### src/rtl/qnigma_poly1305_blk_fmt.sv
// Poly1305 message block formatter.
// Packs a little-endian byte stream into 17-byte Poly1305 blocks
// (up to 16 message bytes, 0x01 marker, zero fill), double-buffered
// between a fill register and an output register.

package qnigma_poly1305_pkg;
  localparam int unsigned BLOCK_BYTES = 17;
  typedef logic [BLOCK_BYTES*8-1:0] poly_blk_t;
endpackage

module qnigma_poly1305_blk_fmt
  import qnigma_poly1305_pkg::*;
(
  input  logic       clk,
  input  logic       rst_n,
  input  logic [7:0] in_dat,
  input  logic       in_val,
  input  logic       in_lst,
  output logic       in_rdy,
  output poly_blk_t  blk_dat,
  output logic [4:0] blk_len,
  output logic       blk_lst,
  output logic       blk_val,
  input  logic       blk_rdy
);

  // Fill side
  logic [15:0][7:0] r_fil;
  logic [3:0]       r_cnt;
  logic             r_pend;
  logic [4:0]       r_pn;
  logic             r_plst;

  // Output side
  poly_blk_t        r_blk;
  logic [4:0]       r_len;
  logic             r_lst;
  logic             r_val;

  logic             w_out_free;
  logic             w_acc;
  logic             w_cmp;
  logic             w_load;
  logic [4:0]       w_n;
  logic [15:0][7:0] w_fil_new;
  logic [15:0][7:0] w_src_fil;
  logic [4:0]       w_src_n;
  logic [31:0]      w_src_n32;
  poly_blk_t        w_ext;
  poly_blk_t        w_form;

  assign w_out_free = !r_val || blk_rdy;
  assign w_acc      = in_val && !r_pend;
  assign w_cmp      = w_acc && (in_lst || (r_cnt == 4'd15));
  assign w_n        = {1'b0, r_cnt} + 5'd1;

  // A parked block has priority for the output; otherwise a completing
  // input byte may load the output register in the same cycle.
  assign w_load     = r_pend ? w_out_free : (w_cmp && w_out_free);

  assign w_src_fil  = r_pend ? r_fil : w_fil_new;
  assign w_src_n    = r_pend ? r_pn  : w_n;
  assign w_src_n32  = {27'd0, w_src_n};
  assign w_ext      = {8'h00, w_src_fil};

  // Fill register image including the byte being accepted this cycle
  always_comb begin
    w_fil_new        = r_fil;
    w_fil_new[r_cnt] = in_dat;
  end

  // Block formation: message bytes, 0x01 marker at index n, zeros above
  always_comb begin
    w_form = '0;
    for (int unsigned i = 0; i < BLOCK_BYTES; i++) begin
      if (i < w_src_n32) begin
        w_form[8*i +: 8] = w_ext[8*i +: 8];
      end else if (i == w_src_n32) begin
        w_form[8*i +: 8] = 8'h01;
      end else begin
        w_form[8*i +: 8] = 8'h00;
      end
    end
  end

  // Fill/pending/output register update
  always_ff @(posedge clk or negedge rst_n) begin
    if (!rst_n) begin
      r_fil  <= '0;
      r_cnt  <= '0;
      r_pend <= 1'b0;
      r_pn   <= '0;
      r_plst <= 1'b0;
      r_blk  <= '0;
      r_len  <= '0;
      r_lst  <= 1'b0;
      r_val  <= 1'b0;
    end else if (w_load) begin
      r_blk  <= w_form;
      r_len  <= w_src_n;
      r_lst  <= r_pend ? r_plst : in_lst;
      r_val  <= 1'b1;
      r_fil  <= '0;
      r_cnt  <= '0;
      r_pend <= 1'b0;
      r_pn   <= '0;
      r_plst <= 1'b0;
    end else begin
      if (blk_rdy) begin
        r_val <= 1'b0;
      end
      if (w_cmp) begin
        r_fil  <= w_fil_new;
        r_pend <= 1'b1;
        r_pn   <= w_n;
        r_plst <= in_lst;
      end else if (w_acc) begin
        r_fil <= w_fil_new;
        r_cnt <= r_cnt + 4'd1;
      end
    end
  end

  assign in_rdy  = !r_pend;
  assign blk_dat = r_blk;
  assign blk_len = r_len;
  assign blk_lst = r_lst;
  assign blk_val = r_val;

endmodule

### config.mk
export PLATFORM = sky130hd
export DESIGN_NAME = qnigma_poly1305_blk_fmt
export DESIGN_NICKNAME = d
export VERILOG_FILES = /design/src/rtl/qnigma_poly1305_blk_fmt.sv
export SDC_FILE = /design/constraint.sdc
export NUM_CORES = 1
export LEC_CHECK = 0
export CAP_MARGIN = 20
export CORE_MARGIN = 2
export CORE_UTILIZATION = 51
export DETAILED_ROUTE_END_ITERATION = 6
export GPL_ROUTABILITY_DRIVEN = 0
export PLACE_DENSITY_LB_ADDON = 0.25
export RECOVER_POWER = 25
export SYNTH_ARGS = -nofsm -noshare
export SYNTH_HDL_FRONTEND = slang
export SYNTH_SLANG_ARGS = --single-unit
### constraint.sdc
create_clock -name clk -period 2.3 [get_ports clk]
set_input_delay 0.23 -clock clk [delete_from_list [all_inputs] [get_ports clk]]
set_output_delay 0.23 -clock clk [all_outputs]
set_load 0.01 [all_outputs]
# After elaboration in Yosys (flattened, before gate mapping)
# Cells that the tools add are included.
dict set report classes {
  addsub 2
  magnitude_cmp 19
  n_eq_ne 18
  mux 55
  reduce_logical 14
}
# operator count
set op_table {}
lappend op_table {{$mux W128} 4}
lappend op_table {{$mux W8} 17}
lappend op_table {{$bwmux W128} 1}
lappend op_table {{$eq A4 B5 Y1 const A} 8}
lappend op_table {{$lt A4 B5 Y1 const A} 8}
lappend op_table {{$demux W8 S4} 1}
lappend op_table {{$logic_not A32 Y1} 1}
lappend op_table {{$mux W1} 26}
lappend op_table {{$eq A3 B5 Y1 const A} 4}
lappend op_table {{$lt A3 B5 Y1 const A} 4}
lappend op_table {{$mux W5} 3}
lappend op_table {{$mux W4} 3}
lappend op_table {{$eq A2 B5 Y1 const A} 2}
lappend op_table {{$lt A1 B5 Y1 const A} 2}
lappend op_table {{$lt A2 B5 Y1 const A} 2}
lappend op_table {{$reduce_bool A2 Y1} 3}
lappend op_table {{$add A4 B1 Y5 const B} 1}
lappend op_table {{$eq A1 B5 Y1 const A} 1}
lappend op_table {{$eq A5 B5 Y1 const A} 1}
lappend op_table {{$lt A4 B5 Y1 const B} 1}
lappend op_table {{$lt A5 B5 Y1 const A} 1}
lappend op_table {{$add A4 B1 Y4 const B} 1}
lappend op_table {{$eq A4 B4 Y1 const B} 1}
lappend op_table {{$ge A4 B1 Y1 const B} 1}
lappend op_table {{6 further kinds} 11}
dict set report word_totals {
  ff_bits 282
  in_bits 13
  out_inout_bits 144
  word_cells 132
}

# Longest topological paths before layout
dict set report depth {
  depth_word 8
  ltp_mapped 9
  ltp_nobuf 7
}

# Worst setup path before layout
# No wires, ideal clock.
dict set report synth_path {
  path_kind {register to register}
  from {register r_cnt[0]}
  to {register r_blk[24] (netlist: blk_dat[24])}
  arrival_ns 2.066
  setup_slack_ns 0.147
  path_stages_with_launch 9
  path_buffers 2
  cell_sequence {dfrtp_1 > ha_1 > buf_2 > nand4b_1 > buf_2 > nand2_2 > or3_1 > or3_1 > o211ai_1}
}
dict set report synth_via {
  elab_chain_cells 7
  word_cells_on_any_way 18
  cone_classes {1 x add/sub; 3 x order compare; 2 x eq/ne; 8 x mux; 4 x reduce/logical}
}
# element line
set synth_rtl {}
lappend synth_rtl {{start, declared} 29} ;# logic [3:0] r_cnt;
lappend synth_rtl {{start signal, assigned} 119} ;# r_cnt <= r_cnt + 4'd1;
lappend synth_rtl {{$lt A4 B5 Y1 (not written as such) or $ge A4 B1 Y1 (tied branches)} 69} ;# w_fil_new[r_cnt] = in_dat;
lappend synth_rtl {{$logic_and A1 B1 Y1 (not written as such)} 69}
lappend synth_rtl {{$mux W8 (not written as such)} 69}
lappend synth_rtl {{$demux W8 S4} 69}
lappend synth_rtl {{$bwmux W128} 69}
lappend synth_rtl {{$mux W128} 61} ;# assign w_src_fil = r_pend ? r_fil : w_fil_new;
lappend synth_rtl {{$mux W8} 76} ;# if (i < w_src_n32) begin
lappend synth_rtl {{end signal, assigned} 99} ;# r_blk <= w_form;
lappend synth_rtl {{end, declared} 35} ;# poly_blk_t r_blk;
# Parallel ways exist; a longest one is shown, timed or not.
# A chain may end at the register's enable or synchronous reset.

# Worst setup path in the final report
dict set report layout_path {
  from {register r_pend}
  to {output in_rdy}
}
dict set report layout_via {
  elab_chain_cells 1
}
# element line
set layout_rtl {}
lappend layout_rtl {{start, declared} 30} ;# logic r_pend;
lappend layout_rtl {{start signal, assigned} 91} ;# r_pend <= 1'b0;
lappend layout_rtl {{start signal, assigned} 105} ;# r_pend <= 1'b0;
lappend layout_rtl {{start signal, assigned} 114} ;# r_pend <= 1'b1;
lappend layout_rtl {{$logic_not A1 Y1} 124} ;# assign in_rdy = !r_pend;
lappend layout_rtl {{end, declared} 19} ;# output logic in_rdy,
# Every way passes these cells.

==> impl_metrics.prom <==
# TYPE chip_impl_metric gauge
chip_impl_metric{name="powerDensity",unit="nW/µm²"} 811
chip_impl_metric{name="rows",unit=""} 58
chip_impl_metric{name="synth_area",unit="µm²"} 12800
chip_impl_metric{name="cp.arrival",unit="ps"} 1980
chip_impl_metric{name="detailedPlacementHpwl",unit="µm"} 22300
chip_impl_metric{name="final-max-slew-violation-count",unit=""} 0
chip_impl_metric{name="clock_insertion_delay_worst_skew",unit="ps"} 540
chip_impl_metric{name="synth_cell_types",unit=""} 60
chip_impl_metric{name="worst_clock_skew",unit="ps"} 16.0
chip_impl_info{name="cell_accounting_for_the_most_synthesized_area",value="dfrtp_1"} 1
chip_impl_metric{name="grt_pass1_wl",unit="µm"} 55000
chip_impl_metric{name="worstMarginPinSlew",unit="ps"} 1110
chip_impl_metric{name="globalRouteTotalUtil",unit="%"} 26.0
chip_impl_metric{name="setup_viol_count_final",unit=""} 0
chip_impl_metric{name="post_synth_mux_area_share",unit="%"} 14.1
chip_impl_metric{name="synthToLayoutAreaGrowth",unit="%"} 26.4
chip_impl_metric{name="vdd_ir_drop_max",unit="µV"} 436
chip_impl_metric{name="warnings_synthesis",unit=""} 0
chip_impl_metric{name="critical_path_required",unit="ps"} 2070
chip_impl_metric{name="num-nets-final",unit=""} 1484
chip_impl_metric{name="cap_violations",unit=""} 0
chip_impl_info{name="synth_top_cells_by_area",value="dfrtp_1 54%, mux2i_1 14%, nand2_1 6.6%"} 1
chip_impl_metric{name="cts_inserted_buffers",unit=""} 29
chip_impl_info{name="ctsRootBufferMaster",value="clkbuf_16"} 1
chip_impl_metric{name="drt-pass1-iter-count",unit=""} 7
chip_impl_info{name="combinational_family_with_the_most_area_after_synthesis",value="multiplexers"} 1
chip_impl_metric{name="via_count",unit=""} 10300
chip_impl_metric{name="timing.final.crit_share",unit="%"} 96.1
chip_impl_info{name="worstSetupStartpointType",value="register"} 1
chip_impl_metric{name="antenna_violating_nets_post_route",unit=""} 0
chip_impl_metric{name="core_region_area",unit="µm²"} 25000
chip_impl_metric{name="report.final.hold_viol_count",unit=""} 0
chip_impl_info{name="status",value="completed"} 1
chip_impl_info{name="worstSetupEndpointType",value="output pin"} 1
chip_impl_metric{name="design.die.area",unit="µm²"} 26500
chip_impl_metric{name="cts_num_sinks",unit=""} 275
chip_impl_metric{name="finalWorstPathRequiredPeriod",unit="ps"} 2210
chip_impl_info{name="critPathLaunch",value="r_pend"} 1
chip_impl_metric{name="post-synth-top-area-fraction",unit="%"} 53.6
chip_impl_metric{name="antenna-diode-count",unit=""} 0
chip_impl_metric{name="leakagePower",unit="nW"} 7.06
chip_impl_metric{name="async_set_reset_flop_share_out_of_synthesis",unit="%"} 100
chip_impl_metric{name="synth_compound_area_share",unit="%"} 13.8
chip_impl_metric{name="cts_max_path_buffers",unit=""} 3
chip_impl_metric{name="grt_pass1_vias",unit=""} 10300
chip_impl_info{name="synth-main-ff-cell",value="dfrtp_1"} 1
chip_impl_info{name="criticalPathCategory",value="reg2out"} 1
chip_impl_metric{name="wl_per_cell",unit="µm"} 18.8
chip_impl_metric{name="die_height",unit="µm"} 163
chip_impl_metric{name="place.port_buffers",unit=""} 149
chip_impl_metric{name="antenna_violations_before_repair",unit=""} 0
chip_impl_metric{name="viasPerCell",unit=""} 5.70
chip_impl_metric{name="dr.first_iter.drc_count",unit=""} 920
chip_impl_metric{name="route.final.wire_length",unit="µm"} 34100
chip_impl_metric{name="synth_cells",unit=""} 1287
chip_impl_metric{name="global_route.overflow_total",unit=""} 0
chip_impl_metric{name="post_synthesis_share_of_cell_area_spent_on_and_or_nand_and_nor_gates",unit="%"} 13.3
chip_impl_metric{name="timing.fmax",unit="MHz"} 452
chip_impl_metric{name="synth.ff_latch_count",unit=""} 275
chip_impl_info{name="cts_tree",value="done"} 1
chip_impl_metric{name="synthXorXnorAreaFrac",unit="%"} 0.604
chip_impl_metric{name="power",unit="mW"} 13.2
chip_impl_metric{name="die_w",unit="µm"} 163
chip_impl_metric{name="syn_area_per_cell",unit="µm²"} 9.97
chip_impl_metric{name="grt_start_max_net_pins",unit=""} 79
chip_impl_metric{name="final_core_utilization",unit="%"} 65.0
chip_impl_metric{name="path_clk_slew",unit="ps"} 60
chip_impl_info{name="ff_to_ff_start",value="r_cnt[0]"} 1
chip_impl_metric{name="detail_route.drc_violations",unit=""} 0
chip_impl_metric{name="worst-path-max-fanout",unit=""} 13
chip_impl_metric{name="synth_edf_count",unit=""} 0
chip_impl_metric{name="relSlewSlack",unit="%"} 26.1
chip_impl_metric{name="design.portCount",unit=""} 157
chip_impl_metric{name="htree_levels",unit=""} 1
chip_impl_metric{name="synth-seq-area-share",unit="%"} 53.6
chip_impl_metric{name="initial_core_util",unit="%"} 51.4
chip_impl_info{name="class_of_the_worst_hold_path",value="in2async"} 1
chip_impl_metric{name="layout-drive-gt1-share",unit="%"} 12.5
chip_impl_metric{name="synth-adder-area-share",unit="%"} 0.585
==> report_power, final <==
group          switching (mW)  total [mW]  internal (mW)
sequential              0.261        5.48           5.22
clock                    1.87        4.98           3.11
combinational            1.54        2.70           1.16
==> worst max-delay path, cell delays in order (launching register included) <==
cell and delay [ps]:
dfrtp_2 520, inv_1 290, clkdlybuf4s50_1 650
==> per-layer routing <==
layer,track usage [%],vias up,wire (µm)
li1,-,4808,-
met1,36.4,5120,15000
met2,43.3,350,16500
met3,3.11,65,1820
met4,7.32,0,824
met5,0,-,0
==> flip-flops by register name (all words and copies together), names as in the netlist <==
name,count
blk_dat,129
r_fil,128
blk_len,5
r_pn,5
r_cnt,4
blk_lst,1
blk_val,1
r_pend,1
r_plst,1
==> stage by stage <==
step / setup slack, ps / hold slack (ps) / TNS (ps) / cell area (µm²) / instances
CTS: 37.2 / 188 / 0 / 16200 / 1812
finish: 89.7 / 448 / 0 / 16200 / 1814
detailed placement: -49.0 / 148 / -280 / 15200 / 1761
floorplan: 147 / -65.6 / 0 / 12900 / 1293
global placement: -37.7 / 147 / -231 / 15200 / 1761
global route: -1.35 / 503 / -1.35 / 16200 / 1814
==> cell usage after synthesis (all sizes together), types with 3 or more instances <==
cell type / number
a21o: 6
a21oi: 87
a31oi: 5
buf: 37
clkbuf: 72
dfrtp: 275
ha: 6
inv: 6
mux2i: 178
nand2: 228
nand2b: 8
nand3: 41
nor2: 91
nor2b: 4
nor3b: 6
o21ai: 138
o221ai: 7
o31ai: 36
o32ai: 4
or2: 3
or3: 4
xnor2: 6
==> worst paths after layout <==
path / end / slack (ps) / cells past startpoint
max in group asynchronous: r_cnt[0] / 510 / 3
min in group clk: blk_dat[124] / 480 / 2
setup reg to reg: blk_dat[102] / 100 / 8
setup / recovery: in_rdy / 90 / 2
hold / removal: r_fil[125] / 450 / 2
hold reg to reg: blk_dat[124] / 480 / 2
==> area by class of cell <==
type	count	area, µm²
inverters	6	22.5
repair buffers	249	2330
flip-flops and latches	275	6890
clock inverters	7	163
well taps	330	413
fillers	2016	8730
clock buffers	43	858
multi-input cells	904	5560
==> cells in the final DEF, fill, tap and decap left out, types with 7 or more instances in the layout <==
| cell | Yosys | final |
|---|---|---|
| nand2b_1 | 8 | 8 |
| a21oi_1 | 85 | 84 |
| clkdlybuf4s50_1 | 0 | 148 |
| buf_12 | 0 | 7 |
| nand2_1 | 227 | 227 |
| conb_1 | 1 | 7 |
| clkbuf_16 | 0 | 29 |
| clkbuf_8 | 0 | 8 |
| nand3_1 | 40 | 39 |
| buf_4 | 13 | 85 |
| dfrtp_1 | 275 | 272 |
| mux2i_1 | 178 | 178 |
| o21ai_0 | 135 | 134 |
| clkbuf_1 | 70 | 7 |
| o31ai_1 | 36 | 36 |
| nor2_1 | 79 | 77 |
| nor2_2 | 12 | 13 |
==> logic make-up (layout without fill, tap and decap cells) <==
kind of cell	count (synthesis)	after routing
other	1	7
AO/OA/AOI/OAI	304	305
flip-flops	275	275
buffers and inverters	115	305
multiplexers	180	180
XOR/XNOR	8	8
AND/OR/NAND/NOR	398	398
adder cells (fa/ha/maj)	6	6
==> repair_timing <==
action	in CTS	in global routing
endpoints found under the setup margin	12	81
gates cloned	0	1
hold endpoints to repair	70	0
hold buffers	1	0
resized for setup	2	14
setup buffers	0	1
pin swaps	0	1
Note: power is estimated with default switching activity, not from simulation.
